==> src/rtl/mc_control_fsm_if.sv <==
// Control/status bundle between the KGP-miniRISC multi-cycle controller and its datapath.
interface mc_control_fsm_if #(
  parameter int OPW    = 6,
  parameter int ALUOPW = 3,
  parameter int CNTW   = 32
);
  logic [OPW-1:0]    opcode;
  logic              mem_ack;
  logic              flag_zero;
  logic              flag_neg;
  logic              flag_carry;
  logic              resume;
  logic              mem_req;
  logic              mem_we;
  logic              ad_sel;
  logic              ir_write;
  logic              pc_write;
  logic [1:0]        pc_src;
  logic              reg_write;
  logic              reg_sel;
  logic              data_pc_sel;
  logic              mem_to_reg;
  logic [1:0]        alu_in_sel;
  logic [ALUOPW-1:0] alu_op;
  logic              halted;
  logic              illegal;
  logic              bus_err;
  logic [CNTW-1:0]   instr_count;

  // Controller side
  modport master (
    input  opcode, mem_ack, flag_zero, flag_neg, flag_carry, resume,
    output mem_req, mem_we, ad_sel, ir_write, pc_write, pc_src, reg_write, reg_sel,
           data_pc_sel, mem_to_reg, alu_in_sel, alu_op, halted, illegal, bus_err, instr_count
  );

  // Datapath / memory side
  modport slave (
    output opcode, mem_ack, flag_zero, flag_neg, flag_carry, resume,
    input  mem_req, mem_we, ad_sel, ir_write, pc_write, pc_src, reg_write, reg_sel,
           data_pc_sel, mem_to_reg, alu_in_sel, alu_op, halted, illegal, bus_err, instr_count
  );
endinterface

==> src/rtl/mc_control_fsm.sv <==
// Multi-cycle control unit for KGP-miniRISC: FETCH/DECODE/EXEC/MEM/WB sequencing with
// memory handshake timeout, flag-based branches, halt/resume and a retired-instruction counter.
module mc_control_fsm #(
  parameter int OPW         = 6,
  parameter int ALUOPW      = 3,
  parameter int MEM_TIMEOUT = 16,
  parameter int CNTW        = 32
) (
  input logic             clk,
  input logic             reset,
  mc_control_fsm_if.master bus
);

  localparam int WW = (MEM_TIMEOUT > 2) ? $clog2(MEM_TIMEOUT) : 1;

  localparam logic [OPW-1:0] OP_LW   = OPW'(6);
  localparam logic [OPW-1:0] OP_SW   = OPW'(7);
  localparam logic [OPW-1:0] OP_NOP  = OPW'(62);
  localparam logic [OPW-1:0] OP_HALT = OPW'(63);
  localparam logic [OPW-1:0] OP_LIM  = OPW'(16);

  typedef enum logic [2:0] {
    S_IDLE, S_FETCH, S_DECODE, S_EXEC, S_MEM, S_WB, S_HALT
  } state_t;

  state_t          state, next_state;
  logic [WW-1:0]   wait_cnt;
  logic            illegal_q, bus_err_q;
  logic [CNTW-1:0] count_q;
  logic            retire, set_illegal, set_bus_err, clr_flags;
  logic            wait_last;

  assign wait_last       = (wait_cnt == WW'(MEM_TIMEOUT - 1));
  assign bus.illegal     = illegal_q;
  assign bus.bus_err     = bus_err_q;
  assign bus.instr_count = count_q;

  // State, wait counter, sticky flags and retire counter
  always_ff @(posedge clk or posedge reset) begin
    if (reset) begin
      state     <= S_IDLE;
      wait_cnt  <= '0;
      illegal_q <= 1'b0;
      bus_err_q <= 1'b0;
      count_q   <= '0;
    end else begin
      state <= next_state;
      // Staying put in FETCH/MEM only happens on a non-ack cycle; any transition restarts the count
      if ((state == S_FETCH || state == S_MEM) && next_state == state)
        wait_cnt <= wait_cnt + WW'(1);
      else
        wait_cnt <= '0;
      if (clr_flags) begin
        illegal_q <= 1'b0;
        bus_err_q <= 1'b0;
      end else begin
        if (set_illegal) illegal_q <= 1'b1;
        if (set_bus_err) bus_err_q <= 1'b1;
      end
      if (retire) count_q <= count_q + CNTW'(1);
    end
  end

  // Next-state and per-state datapath enables
  always_comb begin
    next_state      = state;
    retire          = 1'b0;
    set_illegal     = 1'b0;
    set_bus_err     = 1'b0;
    clr_flags       = 1'b0;
    bus.mem_req     = 1'b0;
    bus.mem_we      = 1'b0;
    bus.ad_sel      = 1'b0;
    bus.ir_write    = 1'b0;
    bus.pc_write    = 1'b0;
    bus.pc_src      = 2'b00;
    bus.reg_write   = 1'b0;
    bus.reg_sel     = 1'b0;
    bus.data_pc_sel = 1'b0;
    bus.mem_to_reg  = 1'b0;
    bus.alu_in_sel  = 2'b00;
    bus.alu_op      = '0;
    bus.halted      = 1'b0;
    case (state)
      S_IDLE: next_state = S_FETCH;
      S_FETCH: begin
        bus.mem_req = 1'b1;
        if (bus.mem_ack) begin
          bus.ir_write = 1'b1;
          bus.pc_write = 1'b1;
          next_state   = S_DECODE;
        end else if (wait_last) begin
          set_bus_err = 1'b1;
          next_state  = S_HALT;
        end
      end
      S_DECODE: begin
        if (bus.opcode == OP_HALT) begin
          retire     = 1'b1;
          next_state = S_HALT;
        end else if (bus.opcode == OP_NOP) begin
          retire     = 1'b1;
          next_state = S_FETCH;
        end else if (bus.opcode < OP_LIM) begin
          next_state = S_EXEC;
        end else begin
          set_illegal = 1'b1;
          next_state  = S_HALT;
        end
      end
      S_EXEC: begin
        // Upper opcode bits are known zero here: DECODE only enters EXEC for 0..15
        case (bus.opcode[3:0])
          4'd0: begin
            bus.alu_op = ALUOPW'(3'b111);
            next_state = S_WB;
          end
          4'd1, 4'd2, 4'd3, 4'd4, 4'd5: begin
            bus.alu_in_sel = 2'b01;
            bus.alu_op     = ALUOPW'(bus.opcode[3:0] - 4'd1);
            next_state     = S_WB;
          end
          4'd6, 4'd7: begin
            bus.alu_in_sel = 2'b01;
            next_state     = S_MEM;
          end
          4'd11: begin
            bus.pc_src   = 2'b10;
            bus.pc_write = 1'b1;
            retire       = 1'b1;
            next_state   = S_FETCH;
          end
          4'd15: begin
            bus.pc_src      = 2'b01;
            bus.pc_write    = 1'b1;
            bus.reg_write   = 1'b1;
            bus.reg_sel     = 1'b1;
            bus.data_pc_sel = 1'b1;
            retire          = 1'b1;
            next_state      = S_FETCH;
          end
          default: begin
            bus.pc_src = 2'b01;
            case (bus.opcode[3:0])
              4'd8:    bus.pc_write = bus.flag_neg;
              4'd9:    bus.pc_write = bus.flag_zero;
              4'd10:   bus.pc_write = ~bus.flag_zero;
              4'd13:   bus.pc_write = bus.flag_carry;
              4'd14:   bus.pc_write = ~bus.flag_carry;
              default: bus.pc_write = 1'b1;
            endcase
            retire     = 1'b1;
            next_state = S_FETCH;
          end
        endcase
      end
      S_MEM: begin
        bus.mem_req = 1'b1;
        bus.ad_sel  = 1'b1;
        bus.mem_we  = (bus.opcode == OP_SW);
        if (bus.mem_ack) begin
          if (bus.opcode == OP_SW) begin
            retire     = 1'b1;
            next_state = S_FETCH;
          end else begin
            next_state = S_WB;
          end
        end else if (wait_last) begin
          set_bus_err = 1'b1;
          next_state  = S_HALT;
        end
      end
      S_WB: begin
        bus.reg_write  = 1'b1;
        bus.mem_to_reg = (bus.opcode == OP_LW);
        retire         = 1'b1;
        next_state     = S_FETCH;
      end
      S_HALT: begin
        bus.halted = 1'b1;
        if (bus.resume) begin
          clr_flags  = 1'b1;
          next_state = S_FETCH;
        end
      end
      default: next_state = S_IDLE;
    endcase
  end

endmodule

==> src/flat_wrapper.sv <==
// flat-port wrapper written by rule: the top's interface ports become plain ports
module mc_control_fsm_flat 
#(
  parameter int OPW         = 6,
  parameter int ALUOPW      = 3,
  parameter int MEM_TIMEOUT = 16,
  parameter int CNTW        = 32
)
  (clk, reset, bus_opcode, bus_mem_ack, bus_flag_zero, bus_flag_neg, bus_flag_carry, bus_resume, bus_mem_req, bus_mem_we, bus_ad_sel, bus_ir_write, bus_pc_write, bus_pc_src, bus_reg_write, bus_reg_sel, bus_data_pc_sel, bus_mem_to_reg, bus_alu_in_sel, bus_alu_op, bus_halted, bus_illegal, bus_bus_err, bus_instr_count);
  mc_control_fsm_if #(.OPW(OPW), .ALUOPW(ALUOPW), .CNTW(CNTW)) bus_i ();
  input logic clk;
  input logic reset;
  input wire logic [$bits(bus_i.opcode)-1:0] bus_opcode;
  input wire logic [$bits(bus_i.mem_ack)-1:0] bus_mem_ack;
  input wire logic [$bits(bus_i.flag_zero)-1:0] bus_flag_zero;
  input wire logic [$bits(bus_i.flag_neg)-1:0] bus_flag_neg;
  input wire logic [$bits(bus_i.flag_carry)-1:0] bus_flag_carry;
  input wire logic [$bits(bus_i.resume)-1:0] bus_resume;
  output wire logic [$bits(bus_i.mem_req)-1:0] bus_mem_req;
  output wire logic [$bits(bus_i.mem_we)-1:0] bus_mem_we;
  output wire logic [$bits(bus_i.ad_sel)-1:0] bus_ad_sel;
  output wire logic [$bits(bus_i.ir_write)-1:0] bus_ir_write;
  output wire logic [$bits(bus_i.pc_write)-1:0] bus_pc_write;
  output wire logic [$bits(bus_i.pc_src)-1:0] bus_pc_src;
  output wire logic [$bits(bus_i.reg_write)-1:0] bus_reg_write;
  output wire logic [$bits(bus_i.reg_sel)-1:0] bus_reg_sel;
  output wire logic [$bits(bus_i.data_pc_sel)-1:0] bus_data_pc_sel;
  output wire logic [$bits(bus_i.mem_to_reg)-1:0] bus_mem_to_reg;
  output wire logic [$bits(bus_i.alu_in_sel)-1:0] bus_alu_in_sel;
  output wire logic [$bits(bus_i.alu_op)-1:0] bus_alu_op;
  output wire logic [$bits(bus_i.halted)-1:0] bus_halted;
  output wire logic [$bits(bus_i.illegal)-1:0] bus_illegal;
  output wire logic [$bits(bus_i.bus_err)-1:0] bus_bus_err;
  output wire logic [$bits(bus_i.instr_count)-1:0] bus_instr_count;
  assign bus_i.opcode = bus_opcode;
  assign bus_i.mem_ack = bus_mem_ack;
  assign bus_i.flag_zero = bus_flag_zero;
  assign bus_i.flag_neg = bus_flag_neg;
  assign bus_i.flag_carry = bus_flag_carry;
  assign bus_i.resume = bus_resume;
  assign bus_mem_req = bus_i.mem_req;
  assign bus_mem_we = bus_i.mem_we;
  assign bus_ad_sel = bus_i.ad_sel;
  assign bus_ir_write = bus_i.ir_write;
  assign bus_pc_write = bus_i.pc_write;
  assign bus_pc_src = bus_i.pc_src;
  assign bus_reg_write = bus_i.reg_write;
  assign bus_reg_sel = bus_i.reg_sel;
  assign bus_data_pc_sel = bus_i.data_pc_sel;
  assign bus_mem_to_reg = bus_i.mem_to_reg;
  assign bus_alu_in_sel = bus_i.alu_in_sel;
  assign bus_alu_op = bus_i.alu_op;
  assign bus_halted = bus_i.halted;
  assign bus_illegal = bus_i.illegal;
  assign bus_bus_err = bus_i.bus_err;
  assign bus_instr_count = bus_i.instr_count;
  mc_control_fsm #(.OPW(OPW), .ALUOPW(ALUOPW), .MEM_TIMEOUT(MEM_TIMEOUT), .CNTW(CNTW)) u_core (.clk(clk), .reset(reset), .bus(bus_i));
endmodule
==> config.mk <==
export PLATFORM = sky130hd
export DESIGN_NAME = mc_control_fsm_flat
export DESIGN_NICKNAME = d
export VERILOG_FILES = /design/src/rtl/mc_control_fsm_if.sv /design/src/rtl/mc_control_fsm.sv /design/src/flat_wrapper.sv
export SDC_FILE = /design/constraint.sdc
export NUM_CORES = 1
export LEC_CHECK = 0
export ABC_AREA = 1
export CAP_MARGIN = 20
export CORE_MARGIN = 8
export CORE_UTILIZATION = 27
export CTS_BUF_LIST = sky130_fd_sc_hd__clkbuf_16
export CTS_CLUSTER_DIAMETER = 80
export CTS_CLUSTER_SIZE = 24
export DETAILED_ROUTE_END_ITERATION = 10
export SETUP_SLACK_MARGIN = 0.15
export SLEW_MARGIN = 10
export SYNTH_ARGS = -nofsm -noshare
export SYNTH_HDL_FRONTEND = slang
export SYNTH_SLANG_ARGS = --single-unit
==> constraint.sdc <==
create_clock -name clk -period 1.8 [get_ports clk]
set_input_delay 0.18 -clock clk [delete_from_list [all_inputs] [get_ports clk]]
set_output_delay 0.18 -clock clk [all_outputs]
set_load 0.02 [all_outputs]
==> impl_results.md <==
* Outcome: finished clean
* Slowest stage cell on the critical path: dfrtp_1
* RSZ-0062 raised after global routing: yes
* Placed cells at 690
* Routed Wire Length at 10,100 µm
* First-pass GRT wire length at 15,500 µm
* HPWL after detailed placement at 7390 µm
* DRC at 0
* Synthesized instance count at 453
* ANT cells at 0
* LEAKAGE at 2.30 nW
* Clk_lat worst skew at 0.28 ns
* Post-layout util at 43.0%
* R2r setup slk at 0.1 ns
* Drt first pass iters at 4
* Worst r2r src: u_core.state[0]
* Clk slew on worst S/H paths at 0.06 ns
* Commonest cells after routing, fill and taps aside: nand2_1 (131), buf_4 (51), nor2_1 (45), clkdlybuf4s50_1 (42), dfrtp_1 (38)
* Min Hold Slack at 0.237 ns
* Crit share post-route at 94.7%
* Synth warn at 0
* Fmax at 0.587 GHz
* Hold_buf cts at 0
* Routed Antenna Nets at 0
* DIE HEIGHT at 124 µm
* Req. time, crit path at 2.01 ns
* Top cell by count, worst path: buf_6
* First-iteration detailed-routing DRC count at 167
* CORE AREA at 11,400 µm²
* Synth Register Bits at 41
* R2R Path End: u_core.bus.instr_count[2]
* Vias in the first global route at 3,366
* I/O Buffers at 62
* Die X-Extent at 124 µm
* Worst reg-to-reg path cell count at 12
* Dpl cell area at 4190 µm²
* Drt wl/cell at 14.0 µm
* Count of different cell masters after synthesis at 37
* Post-route cell area at 4890 µm²
* Syn Nets at 472
* Total track usage at 12.5%
* WP data arrival at 1.91 ns
* Final Net Count at 593
* CP max stage delay at 0.39 ns
* Via density at 4.69
* Final hold viol count at 0
* Rows at 39
* Power Total at 0.00398 W
* Area of the mapped netlist at 3130 µm²
* Skew final at 0.00759 ns
* Largest net degree at the start of global routing at 42
* Slew Viols, Final at 0
* Worst setup SP type: flop
* Final std cells w/o fill at 718
* Clock Sinks at 41
* Max clock buf depth at 2
* Worst-path maximum fanout at 5
* CP endpoint kind: flop
* Maximum VDD drop at 0.000516 V
* I/O pin cnt at 64
* Clk root buf: clkbuf_16
* CP Class: reg -> reg
* Fin crit period at 1.70 ns
* CTS tree: built
* H-Tree Depth at 2
* Total gr overflow at 0
* Layout area overhead at 56.1%
* Die area at 15,300 µm²
* Register area share after synthesis at 32.7%
* Total CTS buffers at 5
* Antenna violations before repair at 0
* Initial Util at 27.6%
* Final setup viols at 0
* Critical path cell sequence: inv_2 -> nor3_4 -> buf_6 -> nand2_4 -> buf_6 -> nand2_4 -> a21oi_4 -> buf_12 -> nand2_8 -> buf_6 -> buf_4 -> o21ai_2
* HP Class: in -> async
* Syn avg cell area at 6.92 µm²
* Via count at 3,366
* Final RePlAce weighted congestion at 0.893
* Max-cap viol count at 0
* Most common cell after layout, fill and taps aside: nand2_1
* Layout cells sized above 1 at 36.0%
* Power per Cell Area at 814 nW/µm²
-- cell usage after synthesis, drive strengths merged --
cell type	count	area share, %
a21oi	10	2.0
a22o	1	0.28
a31oi	2	0.40
buf	8	2.5
conb	1	0.12
dfrtp	41	33
ha	6	2.4
inv	53	6.3
nand2	160	20
nand3	29	5.2
nand3b	4	0.96
nand4	1	0.20
nor2	59	7.7
nor3	23	5.2
nor4	1	0.20
o2111ai	1	0.28
o211ai	1	0.24
o21ai	33	8.0
o21bai	1	0.24
o22ai	2	0.40
or2	1	0.20
xnor2	1	0.28
xor2	14	3.9
-- stage by stage --
| stage | setup slack, ns | setup TNS, ns |
|---|---|---|
| after floorplan | 0.162 | 0 |
| after detailed placement | -0.630 | -16.28 |
| after CTS | 0.0800 | 0 |
| final | 0.0954 | 0 |
| after global placement | -0.487 | -14.64 |
| after global routing | 0.00423 | 0 |
-- registers in the layout, indices dropped and copies added, names as in the netlist --
| signal | flops |
|---|---|
| u_core.bus.bus_err | 1 |
| u_core.state | 3 |
| u_core.wait_cnt | 4 |
| u_core.bus.illegal | 1 |
| u_core.bus.instr_count | 32 |
-- cells by family (layout without fill, tap and decap cells) --
kind of cell    Yosys count  count (layout)  synth area share [%]
compound gates           51              51                  11.8
xor+xnor                 15              15                  4.19
fa+ha+maj                 6               6                  2.40
buf+inv                  61             181                  8.87
flops                    41              41                  32.7
other cells               1               1                 0.120
simple gates            278             280                  39.9
-- worst max path at each step --
stage | startpoint | to | slack (ns) | depth (start not counted)
3_5_place_dp | bus_opcode[1] | bus_pc_write | -0.63 | 10
2_1_floorplan | u_core.state[2] | bus_pc_src[1] | 0.16 | 3
6_report | u_core.state[0] | u_core.bus.instr_count[2] | 0.1 | 12
5_1_grt | u_core.state[1] | u_core.bus.instr_count[18] | 0.004 | 13
3_3_place_gp | bus_opcode[1] | bus_pc_write | -0.49 | 10
4_1_cts | u_core.state[0] | u_core.bus.instr_count[5] | 0.08 | 11
-- routing by layer --
metal	up-vias	track usage [%]	routed length, µm
li1	1695	-	-
met1	1581	14.6	4180
met2	81	22.6	5300
met3	9	2.67	523
met4	0	3.24	73
met5	-	0	0
-- what timing repair did --
action | 4_1_cts | 5_1_grt
cloned | 0 | 5
setup buffers | 3 | 12
resized for setup | 85 | 109
endpoints found under the setup margin | 53 | 47
pin swaps | 3 | 24
-- power by group --
part / switching (W) / leakage (nW) / internal, W / total (W)
sequential: 0.0000989 / 0.554 / 0.00103 / 0.00113
combinational: 0.00110 / 1.68 / 0.000888 / 0.00198
clock: 0.000362 / 0.0687 / 0.000504 / 0.000866
total: 0.00156 / 2.30 / 0.00242 / 0.00398
-- final cells by class --
type                    instances  area, µm²
fillers                      1160       6480
well taps                     143        179
flip-flops and latches         41       1030
multi-input cells             353       2200
inverters                      53        201
clock inverters                 3       15.0
clock buffers                   5        125
repair buffers                120       1130
-- critical path, delay by kind of cell, from the launching register on --
| kind | cells | cell delay, ns |
|---|---|---|
| buffers and inverters | 6 | 0.76 |
| DFF | 1 | 0.39 |
| and+or+nand+nor | 4 | 0.26 |
| AOI/OAI and AO/OA | 2 | 0.23 |
Note: power is estimated with default switching activity, not from simulation.
